## src/rtl/switch_gate_debounced_if.sv

```systemverilog
// Switch-pin / LED-pin bundle for switch_gate_debounced, plus the exported
// debounced state, press/release events and current gate mode.
interface switch_gate_debounced_if #(
  parameter int NUM_SW = 5
);
  logic [NUM_SW-1:0] nSwitch;
  logic [5:0]        nLed;
  logic [NUM_SW-1:0] sw_state;
  logic [NUM_SW-1:0] sw_press;
  logic [NUM_SW-1:0] sw_release;
  logic [2:0]        mode;

  modport master (
    output nSwitch,
    input  nLed, sw_state, sw_press, sw_release, mode
  );

  modport slave (
    input  nSwitch,
    output nLed, sw_state, sw_press, sw_release, mode
  );
endinterface

```

## src/rtl/switch_gate_debounced.sv

```systemverilog
// Synchronise and debounce active-low switches, emit press/release pulses, cycle a 2-input gate
// with switch 0 and show operands/result/mode on active-low LEDs; edge-to-state latency is fixed, no backpressure.
module switch_gate_debounced #(
  parameter int NUM_SW          = 5,
  parameter int DEBOUNCE_CYCLES = 270000,
  parameter int SYNC_STAGES     = 2
) (
  input  logic                     clk,
  input  logic                     rst,
  switch_gate_debounced_if.slave   sw_if
);

  localparam int              CNT_W    = $clog2(DEBOUNCE_CYCLES + 1);
  localparam logic [CNT_W-1:0] CNT_LAST = CNT_W'(DEBOUNCE_CYCLES - 1);
  localparam logic [CNT_W-1:0] CNT_ONE  = CNT_W'(1);

  logic [SYNC_STAGES-1:0][NUM_SW-1:0] sync_q, sync_d;
  logic [NUM_SW-1:0][CNT_W-1:0]       cnt_q, cnt_d;
  logic [NUM_SW-1:0]                  state_q, state_d;
  logic [NUM_SW-1:0]                  press_q, press_d;
  logic [NUM_SW-1:0]                  release_q, release_d;
  logic [2:0]                         mode_q, mode_d;
  logic [NUM_SW-1:0]                  sync_out;
  logic                               gate_f;

  always_comb begin
    sync_d[0] = ~sw_if.nSwitch;
    for (int s = 1; s < SYNC_STAGES; s++) begin
      sync_d[s] = sync_q[s-1];
    end
  end

  assign sync_out = sync_q[SYNC_STAGES-1];

  // Any sample matching the stable level restarts the count, so only an
  // unbroken run of DEBOUNCE_CYCLES differing samples is accepted.
  always_comb begin
    cnt_d     = cnt_q;
    state_d   = state_q;
    press_d   = '0;
    release_d = '0;
    for (int i = 0; i < NUM_SW; i++) begin
      if (sync_out[i] == state_q[i]) begin
        cnt_d[i] = '0;
      end else if (cnt_q[i] == CNT_LAST) begin
        cnt_d[i]     = '0;
        state_d[i]   = sync_out[i];
        press_d[i]   = sync_out[i];
        release_d[i] = ~sync_out[i];
      end else begin
        cnt_d[i] = cnt_q[i] + CNT_ONE;
      end
    end
  end

  always_comb begin
    mode_d = mode_q;
    if (press_q[0]) begin
      mode_d = (mode_q >= 3'd5) ? 3'd0 : mode_q + 3'd1;
    end
  end

  always_ff @(posedge clk) begin
    if (rst) begin
      sync_q    <= '0;
      cnt_q     <= '0;
      state_q   <= '0;
      press_q   <= '0;
      release_q <= '0;
      mode_q    <= 3'd0;
    end else begin
      sync_q    <= sync_d;
      cnt_q     <= cnt_d;
      state_q   <= state_d;
      press_q   <= press_d;
      release_q <= release_d;
      mode_q    <= mode_d;
    end
  end

  always_comb begin
    gate_f = 1'b0;
    case (mode_q)
      3'd0:    gate_f =   state_q[1] & state_q[2];
      3'd1:    gate_f =   state_q[1] | state_q[2];
      3'd2:    gate_f =   state_q[1] ^ state_q[2];
      3'd3:    gate_f = ~(state_q[1] & state_q[2]);
      3'd4:    gate_f = ~(state_q[1] | state_q[2]);
      3'd5:    gate_f = ~(state_q[1] ^ state_q[2]);
      default: gate_f =   state_q[1] & state_q[2];
    endcase
  end

  assign sw_if.nLed       = ~{mode_q, gate_f, state_q[2], state_q[1]};
  assign sw_if.sw_state   = state_q;
  assign sw_if.sw_press   = press_q;
  assign sw_if.sw_release = release_q;
  assign sw_if.mode       = mode_q;

endmodule
```

## src/flat_wrapper.sv

```systemverilog
// flat-port wrapper written by rule: the top's interface ports become plain ports
module switch_gate_debounced_flat 
#(
  parameter int NUM_SW          = 5,
  parameter int DEBOUNCE_CYCLES = 270000,
  parameter int SYNC_STAGES     = 2
)
  (clk, rst, sw_if_nSwitch, sw_if_nLed, sw_if_sw_state, sw_if_sw_press, sw_if_sw_release, sw_if_mode);
  switch_gate_debounced_if #(.NUM_SW(NUM_SW)) sw_if_i ();
  input  logic clk;
  input  logic rst;
  input wire logic [$bits(sw_if_i.nSwitch)-1:0] sw_if_nSwitch;
  output wire logic [$bits(sw_if_i.nLed)-1:0] sw_if_nLed;
  output wire logic [$bits(sw_if_i.sw_state)-1:0] sw_if_sw_state;
  output wire logic [$bits(sw_if_i.sw_press)-1:0] sw_if_sw_press;
  output wire logic [$bits(sw_if_i.sw_release)-1:0] sw_if_sw_release;
  output wire logic [$bits(sw_if_i.mode)-1:0] sw_if_mode;
  assign sw_if_i.nSwitch = sw_if_nSwitch;
  assign sw_if_nLed = sw_if_i.nLed;
  assign sw_if_sw_state = sw_if_i.sw_state;
  assign sw_if_sw_press = sw_if_i.sw_press;
  assign sw_if_sw_release = sw_if_i.sw_release;
  assign sw_if_mode = sw_if_i.mode;
  switch_gate_debounced #(.NUM_SW(NUM_SW), .DEBOUNCE_CYCLES(DEBOUNCE_CYCLES), .SYNC_STAGES(SYNC_STAGES)) u_core (.clk(clk), .rst(rst), .sw_if(sw_if_i));
endmodule
```

## config.mk

```make
export PLATFORM = sky130hd
export DESIGN_NAME = switch_gate_debounced_flat
export DESIGN_NICKNAME = d
export VERILOG_FILES = /design/src/rtl/switch_gate_debounced_if.sv /design/src/rtl/switch_gate_debounced.sv /design/src/flat_wrapper.sv
export SDC_FILE = /design/constraint.sdc
export NUM_CORES = 1
export LEC_CHECK = 0
export BUFFER_PORTS_ARGS = -buffer_cell sky130_fd_sc_hd__buf_2
export CELL_PAD_IN_SITES_DETAIL_PLACEMENT = 1
export CELL_PAD_IN_SITES_GLOBAL_PLACEMENT = 2
export CORE_ASPECT_RATIO = 0.5
export CORE_MARGIN = 5
export CORE_UTILIZATION = 38
export DETAILED_ROUTE_END_ITERATION = 10
export GPL_TIMING_DRIVEN = 0
export PLACE_DENSITY = 0.9
export SYNTH_ARGS = -nofsm -noshare
export SYNTH_HDL_FRONTEND = slang
export SYNTH_SLANG_ARGS = --single-unit
```

## constraint.sdc

```tcl
create_clock -name clk -period 2.5 [get_ports clk]
set_clock_uncertainty 0.15 [all_clocks]
set_input_delay 0.25 -clock clk [delete_from_list [all_inputs] [get_ports clk]]
set_output_delay 0.25 -clock clk [all_outputs]
set_load 0.1 [all_outputs]
```

==> reports/results.txt, run 1 <==
Dividing the final minimum period by the clock period gives 98.2%. The count of antenna-violating nets left after detailed routing was 0; the cell internal power dissipation was 3.60 mW. On the critical path, the stage with the largest delay is an instance of sky130_fd_sc_hd__dfxtp_4. The tools report the clock root buffer as sky130_fd_sc_hd__clkbuf_16. Once detailed placement completed, the half-perimeter wirelength came to 8.96 mm. The worst register-to-register path ends at u_core.cnt_q[79]. The tools report the aggregate global-route resource usage as 16.5%. The run gives 0 as the final count of pins violating max slew. For the finished layout, the period the worst path requires is 2.46 ns. The number of distinct library cells after synthesis came out at 48. After synthesis, flip-flops and latches occupy 45.2% of the total area.

The number of antenna violations at the first check in global routing is 0, and the placed instance area is 0.00590 sq mm. The tools report the placeable core region as 0.0138 sq mm. The tools report the number of global-route vias before repair as 4654.

In this run the horizontal extent of the chip is 179 microns. Counting flops with a built-in enable in the synthesized netlist gives 0. The number of levels in the clock H-tree is 4, and the slew at the pin with the worst max-slew slack is 0.726 ns. Leaving out fill and tap cells, the most frequent cells in the layout are sky130_fd_sc_hd__dfxtp_1 (118), sky130_fd_sc_hd__nor2_1 (106), sky130_fd_sc_hd__xnor2_1 (57). The required time of the worst setup path is 2.10 ns. The most used flip-flop cell after synthesis is sky130_fd_sc_hd__dfxtp_1. The sum of negative setup slack is 0 ns, and the synthesized netlist cell count is 604. For this run, asynchronously set or reset flops after synthesis account for 0%. After layout, the worst setup slack is 0.0449 ns. For the initial core utilization, the log shows 39.5%. From synthesis to final layout, the design area changed by 21.2%.

TritonCTS built the clock tree. Setup repair after global routing could not meet its margin everywhere. Traced cell by cell, the critical path runs through clkinvlp_4 > ha_4 > inv_2 > a221oi_2 > nor2_2 > a311oi_4 > buf_12. The tools report the leakage power as 2.12 nW. The tools report the routability congestion estimate from global placement as 0.769. The total of max-cap violations was 0; the detailed-routing iteration count for the pre-antenna-repair pass was 4. In this run the deepest clock path goes through 2 buffers. The number of placed instances, taps included, is 825. The library cell used most frequently in the layout, excluding fill and tap cells, is sky130_fd_sc_hd__dfxtp_1. IR analysis of the VDD net gives a maximum drop of 470 uV.

When the netlist entered floorplanning its net count stood at 623. Die area: 0.0170 sq mm. Of the total power, the clock network draws 54.7%.

Count of input and output buffers: 29. Ratio of cells with drive above 1 in the final layout: 14.9%. Counting the buffers created by CTS gives 17. The analysis attributes to net switching a power of 0.887 mW. STA classifies the critical path startpoint as a register.

Dividing the detail-routed via count by the number of cells gives 5.22. The post-route met1 wirelength came out at 6.13 mm. Final count of hold timing violations: 0. In this run the count of I/O pins placed on the die edge is 31. The tools report the number of DRC violations after detailed routing as 0.

Row generation in the floorplan step produced 30 rows. After detailed routing, the met3 layer carries 349 microns of wire. The fraction of the core area covered by cells at the end of the flow was 47.9%. The maximum achievable frequency was 407 MHz; the post-route standard cell area excluding fillers was 0.00660 sq mm. The largest fanout on the critical path works out to 5. The wire length of the first global-routing pass is 22.6 mm. After detailed routing, the average wire length per cell comes to 15.4 microns.

The worst setup path is captured at an output pin. In this design, the stage delay of the slowest critical-path cell is 0.39 ns. The die boundary height works out to 94.6 microns.

The clock insertion delay at the later pin of the skew report was 0.41 ns; the arrival time reported for the critical path endpoint was 2.06 ns. The power per standard cell area came out at 680 mW/mm^2. The tools report the post-synthesis instance area as 0.00545 sq mm.

Type of the worst min-delay path: register to register. The run finished with clean final reports. Headroom to the max-slew limit came out at 51.1%.

The tools report the maximum number of pins on one net before global-route repair as 17. At the end of the flow, the number of nets in the layout was 680. The register-to-register path setup slack came out at 0.20 ns. The repair_antennas step left the layout with diodes totalling 0.

The detailed-routed wire length on met2 was 6.64 mm; the proportion of total power due to net switching was 19.8%. Each instance of the synthesized netlist takes up on average 9.02 sq um. Count of routing violations after the opening detailed-route iteration: 255. In this run, flip-flops and latches consume 44.0% of the power. The worst register-to-register path has a depth of 7.

Highest signal layer in the routed design: met4. Clock-pin slew was measured on the worst setup and hold paths at 0.05 ns. The clock drives 123 sinks. The total overflow left after global routing is 0. The source of the critical timing path was u_core.sw_if.sw_state[1]. The worst setup path endpoint is sw_if_nLed[2]. For this block, the via count after detailed routing is 4514. On the final layout, the worst hold slack is 0.289 ns. The final layout contains routed wiring with a total length of 13.3 mm. The run gives 1.3% as the portion of total power attributed to combinational logic. The worst register-to-register path begins at u_core.cnt_q[76]. During synthesis, Yosys emitted a total of 0 warnings.

Setup violations remaining at the end of the flow were counted as 0. The type of the setup path with the least slack is register to output pin. Before CTS, the worst setup slack after placement is 0.133 ns. After layout, the design draws a total of 4.48 mW. In this run, synthesis produced a sequential element count of 123. The finished layout holds 865 standard cells, fillers aside.
==> metal layers <==
layer	up-vias	global-route usage [%]
li1	2256	-
met1	2199	19.5
met2	45	29.7
met3	14	3.36
met4	0	6.14
met5	-	0
==> cells in the mapped netlist (2+ instances only) <==
cell type / n / area share, %
sky130_fd_sc_hd__nor2b_1: 7 / 0.80
sky130_fd_sc_hd__nand2_1: 15 / 1.0
sky130_fd_sc_hd__and2_1: 4 / 0.46
sky130_fd_sc_hd__o31ai_2: 2 / 0.46
sky130_fd_sc_hd__and4_1: 5 / 0.80
sky130_fd_sc_hd__o31ai_1: 4 / 0.55
sky130_fd_sc_hd__a221oi_1: 2 / 0.32
sky130_fd_sc_hd__nand4_2: 4 / 0.92
sky130_fd_sc_hd__or4_1: 5 / 0.69
sky130_fd_sc_hd__nor3_1: 18 / 1.7
sky130_fd_sc_hd__or2_2: 3 / 0.34
sky130_fd_sc_hd__nor4b_1: 6 / 0.97
sky130_fd_sc_hd__and3_1: 7 / 0.80
sky130_fd_sc_hd__a21oi_1: 9 / 0.83
sky130_fd_sc_hd__or3_1: 6 / 0.69
sky130_fd_sc_hd__nor4bb_1: 3 / 0.55
sky130_fd_sc_hd__xnor2_1: 57 / 9.2
sky130_fd_sc_hd__nor4_1: 35 / 4.0
sky130_fd_sc_hd__o21ai_0: 6 / 0.55
sky130_fd_sc_hd__nor2_1: 107 / 7.4
sky130_fd_sc_hd__nand3_1: 40 / 3.7
sky130_fd_sc_hd__or4_4: 2 / 0.41
sky130_fd_sc_hd__nand4_1: 30 / 3.4
sky130_fd_sc_hd__ha_1: 12 / 2.8
sky130_fd_sc_hd__a31oi_1: 2 / 0.23
sky130_fd_sc_hd__buf_2: 5 / 0.46
sky130_fd_sc_hd__inv_1: 26 / 1.8
sky130_fd_sc_hd__dfxtp_1: 123 / 45
sky130_fd_sc_hd__xor2_1: 21 / 3.4
sky130_fd_sc_hd__mux2i_1: 6 / 1.1
sky130_fd_sc_hd__nand2b_1: 7 / 0.80
sky130_fd_sc_hd__o21a_1: 2 / 0.28
sky130_fd_sc_hd__clkbuf_1: 8 / 0.55
==> registers in the layout, summed over array words and instances (netlist names) <==
register                 count
u_core.sw_if.sw_press        5
u_core.sw_if.mode            3
u_core.sync_d                5
u_core.cnt_q                95
u_core.sw_if.sw_state        5
u_core.sw_if.sw_release      5
u_core.sync_out              5
==> worst max-delay path: cells and delay by family, from the launching register on <==
| kind | cells | cell delay, ns |
|---|---|---|
| AOI/OAI and AO/OA | 2 | 0.51 |
| adders and majority gates | 1 | 0.29 |
| buffers and inverters | 3 | 0.38 |
| DFF | 1 | 0.39 |
| and+or+nand+nor | 1 | 0.08 |
==> worst min path at each step <==
stage                      from                 end  slack [ns]  cells after the start
6_report       u_core.sync_d[8]  u_core.sync_out[3]        0.29                      1
5_1_grt        u_core.sync_d[8]  u_core.sync_out[3]        0.31                      1
4_1_cts        u_core.sync_d[8]  u_core.sync_out[3]        0.29                      1
3_5_place_dp   sw_if_nSwitch[3]    u_core.sync_d[8]        0.26                      2
3_3_place_gp   sw_if_nSwitch[1]    u_core.sync_d[6]        0.26                      2
2_1_floorplan  sw_if_nSwitch[4]    u_core.sync_d[9]        0.17                      1
==> repair_timing <==
item	CTS	global route
hold buffers	5	0
pin swaps	1	1
gates resized for setup	4	4
hold endpoints to repair	5	0
setup endpoints to repair	1	16
setup buffers	0	4
==> cells by family after synthesis <==
kind of cell | Yosys count | share of synthesized area, %
and+or+nand+nor | 307 | 30.1
buffers and inverters | 40 | 3.01
AOI/OAI and AO/OA | 37 | 5.01
muxes | 7 | 1.31
xor gates and xnor gates | 78 | 12.5
DFF | 123 | 45.2
adders and majority gates | 12 | 2.76
==> power groups by stage <==
| stage | registers, mW | clock network (mW) | logic (mW) |
|---|---|---|---|
| finish | 1.97 | 2.45 | 0.0564 |
| floorplan | 2.01 | 0 | 0.0317 |
| detailed placement | 2.02 | 0 | 0.0488 |
| global placement | 2.02 | 0 | 0.0475 |
| global route | 1.97 | 2.59 | 0.0631 |
| CTS | 1.97 | 2.49 | 0.0558 |
==> layout make-up <==
cell class | instances | area, sq um
timing repair buffer | 38 | 240
tap | 192 | 240
clock buffer | 23 | 468
buffer | 14 | 66.3
multi-input combinational | 441 | 2880
inverter | 26 | 113
fill | 1596 | 7180
clock inverter | 8 | 118
sequential | 123 | 2480
Note: power is estimated with default switching activity, not from simulation.
==> run 2, diff against run 1 <==
--- a/config.mk
+++ b/config.mk
@@ -8,7 +8,7 @@
 export BUFFER_PORTS_ARGS = -buffer_cell sky130_fd_sc_hd__buf_2
 export CELL_PAD_IN_SITES_DETAIL_PLACEMENT = 1
 export CELL_PAD_IN_SITES_GLOBAL_PLACEMENT = 2
-export CORE_ASPECT_RATIO = 0.5
+export CORE_ASPECT_RATIO = 1.2
 export CORE_MARGIN = 5
 export CORE_UTILIZATION = 38
 export DETAILED_ROUTE_END_ITERATION = 10
==> run 2 against run 1 <==
  * Non-clock buffer count shrank 2
  * Count of clock-buffer cells in the layout is the same
  * Critical path depth is the same
  * Sequential share of layout area grew 0.28 points
  * Routed wire length grew 0.26%
  * Clock power shrank 2%
  * Cell area shrank 0.74%
  * Global-route usage grew 0.43 points
  * Setup slack lost 0.0066 ns
  * Die area shrank 0.80%
  * Flip-flop and latch count is the same
  * Critical path type unchanged
  * Largest power group unchanged
==> reports/results.txt, run 2 (same netlist as run 1, synthesis figures left out) <==
For the final-report setup violation count, the log shows 0. The count of buffers added on input and output ports is 29. The clock reaches the later pin of the worst-skew pair after 0.42 ns.

The total of max-cap violations is 0. The run gives 846 as the post-layout instance count excluding filler cells. The largest fanout on the critical path is 5. The run gives 2 as the largest buffer count on any clock path. Measured along the y axis, the die boundary spans 141 microns. The fraction of power consumed by the clock network came out at 54.1%. The worst hold path belongs to the class register to register. For this configuration, the core starts out at a cell density of 38.3%.

The ratio of final minimum period to clock period is 98.5%, and the total power of the final layout is 4.42 mW. Row generation in the floorplan step produced 48 rows. The logs give 1674 for the layout filler cell count and 0 ns for the sum of negative setup slack.

The die covers 0.0168 sq mm. The library cells used most frequently in the layout, excluding fill and tap cells, are sky130_fd_sc_hd__dfxtp_1 (118), sky130_fd_sc_hd__nor2_1 (106), sky130_fd_sc_hd__xnor2_1 (57). The internal power of the cells totals 3.52 mW. At the worst endpoint, the arrival time is 2.06 ns.

The CTS clock-pin slew for the worst setup and hold paths is 0.06 ns, and the maximum number of pins on one net before global-route repair is 17. The library cell used most frequently in the layout, excluding fill and tap cells, is sky130_fd_sc_hd__dfxtp_1. After layout, the minimum clock period comes to 2.46 ns. STA puts the critical path data required time at 2.10 ns. STA classifies the critical path startpoint as a register. Setup repair after global routing could not meet its margin everywhere.

The placed instance area is 0.00588 sq mm. In this design, the stage delay of the slowest critical-path cell is 0.39 ns. For the routability congestion estimate from global placement, the log shows 0.847. In this run the remaining antenna-violating nets after routing total 0. TritonCTS built the clock tree. The worst setup path is captured at an output pin. Traced cell by cell, the critical path runs through clkinvlp_4 > ha_4 > inv_2 > a221oi_2 > nor2_2 > a311oi_4 > buf_12.

The tools report the total inserted antenna cells as 0. The final count of hold timing violations is 0. Summed over all cells, the static leakage comes to 2.11 nW. The clock drives 123 sinks. Counting flops per register, the top entry is u_core.cnt_q. The tools report the placeable core region as 0.0142 sq mm. The finished cells cover 0.00655 sq mm. By startpoint and endpoint, the worst setup path is classified as register to output pin. Dividing the detail-routed via count by the number of cells gives 5.35. The wire-length estimate of the detail-placed layout is 9.55 mm.

The run finished with clean final reports. The number of global-route vias before repair came out at 4667. The number of antenna violations at the first check in global routing was 0; the post-synthesis to final-layout area growth was 20.3%.

The slowest stage of the critical path belongs to the cell sky130_fd_sc_hd__dfxtp_4. The proportion of total power due to net switching was 20.4%. Cells fill 46.0% of the core in the end.

The worst pin sits at a relative slew slack of 54.2%. The first global-routing pass estimated 23.0 mm of wire. The power per standard cell area was 675 mW/mm^2; the overflow left after global routing was 0.

For this design the top-level I/O count stands at 31. Combinational logic burns 1.2% of the power. The number of buffers inserted during clock tree synthesis was 17; the number of levels in the clock H-tree was 4.

IR analysis of the VDD net gives a maximum drop of 474 uV. Count of routing violations after the opening detailed-route iteration: 199. The detailed router placed 4528 vias in this run.

In this run the register-to-register setup slack is 0.18 ns. The aggregate global-route resource usage is 16.9%. The analysis attributes to net switching a power of 0.901 mW.

Measured along the x axis, the die boundary spans 119 microns. The run gives 0 as the number of DRC violations after detailed routing. The ratio of cells with drive above 1 in the final layout came out at 14.9%. The flip-flop count of the largest register after layout came out at 95. The run gives 0 as the final count of pins violating max slew. The number of placed instances, taps included, is 808. The maximum achievable frequency came out at 406 MHz.

After detailed routing, the average wire length per cell comes to 15.7 microns. The slew at the pin with the worst max-slew slack is 0.682 ns, and the part of the power in registers is 44.7%. The detailed-routing iteration count for the pre-antenna-repair pass came out at 4. After detailed routing, the total wire length is 13.3 mm.

The clock root buffer was sky130_fd_sc_hd__clkbuf_16. The final layout contains 678 nets.
-- run 2: cell count changes in the layout (fill, tap and decap cells not counted) --
cell,before,now
sky130_fd_sc_hd__buf_4,4,2
sky130_fd_sc_hd__clkbuf_1,12,11
sky130_fd_sc_hd__ha_2,0,1
sky130_fd_sc_hd__ha_1,11,10
sky130_fd_sc_hd__clkinv_2,4,5
sky130_fd_sc_hd__bufinv_16,3,2
sky130_fd_sc_hd__clkbuf_8,2,3
-- run 2: metrics by stage --
stage | hold slack, ns | worst slack [ns]
finish | 0.283 | 0.0384
global placement | 0.262 | 0.174
CTS | 0.281 | 0.0200
detailed placement | 0.261 | 0.131
global route | 0.312 | -0.0406
floorplan | 0.167 | -0.788
-- run 2: worst max-delay path: cells and delay by family (launching register included) --
| family | cells | cell delay, ns |
|---|---|---|
| AOI/OAI and AO/OA | 2 | 0.50 |
| adders and majority gates | 1 | 0.29 |
| buffers and inverters | 3 | 0.37 |
| DFF | 1 | 0.39 |
| and+or+nand+nor | 1 | 0.08 |
-- run 2: layout make-up --
| class | count | area, sq um | area share (%) |
|---|---|---|---|
| Buffer | 14 | 66.3 | 1.01 |
| Multi-Input combinational cell | 441 | 2880 | 43.9 |
| Sequential cell | 123 | 2480 | 37.8 |
| Timing Repair Buffer | 36 | 225 | 3.44 |
| Tap cell | 175 | 219 | 3.34 |
| Inverter | 26 | 113 | 1.72 |
| Clock buffer | 23 | 478 | 7.30 |
| Clock inverter | 8 | 92.6 | 1.41 |
-- run 2: timing repair --
item / CTS / global route
pin swaps: 1 / 0
hold buffers: 5 / 0
resized for setup: 5 / 4
setup endpoints to repair: 1 / 18
hold endpoints to repair: 5 / 0
setup buffers: 2 / 0
-- run 2: metal layers --
metal  global-route usage, %  share of wire [%]  vias to the layer above
met3                    5.02                3.9                       22
li1                        -                  -                     2249
met5                       0                  0                        -
met1                    19.6                 43                     2201
met4                    7.02                2.3                        0
met2                    29.0                 51                       56
-- run 2: final timing paths --
check | cells after the start | from | endpoint
worst min-delay path | 1 | u_core.sync_d[6] | u_core.sync_out[1]
worst min register to register | 1 | u_core.sync_d[6] | u_core.sync_out[1]
worst max register to register | 7 | u_core.cnt_q[76] | u_core.cnt_q[91]
worst max-delay path | 7 | u_core.sw_if.sw_state[2] | sw_if_nLed[2]
-- run 2: power by group through the flow --
stage	clock [mW]	sequential, mW	combinational, mW
global route	2.55	1.97	0.0615
global placement	0	2.02	0.0477
finish	2.39	1.97	0.0538
detailed placement	0	2.02	0.0486
CTS	2.45	1.97	0.0549
floorplan	0	2.01	0.0317
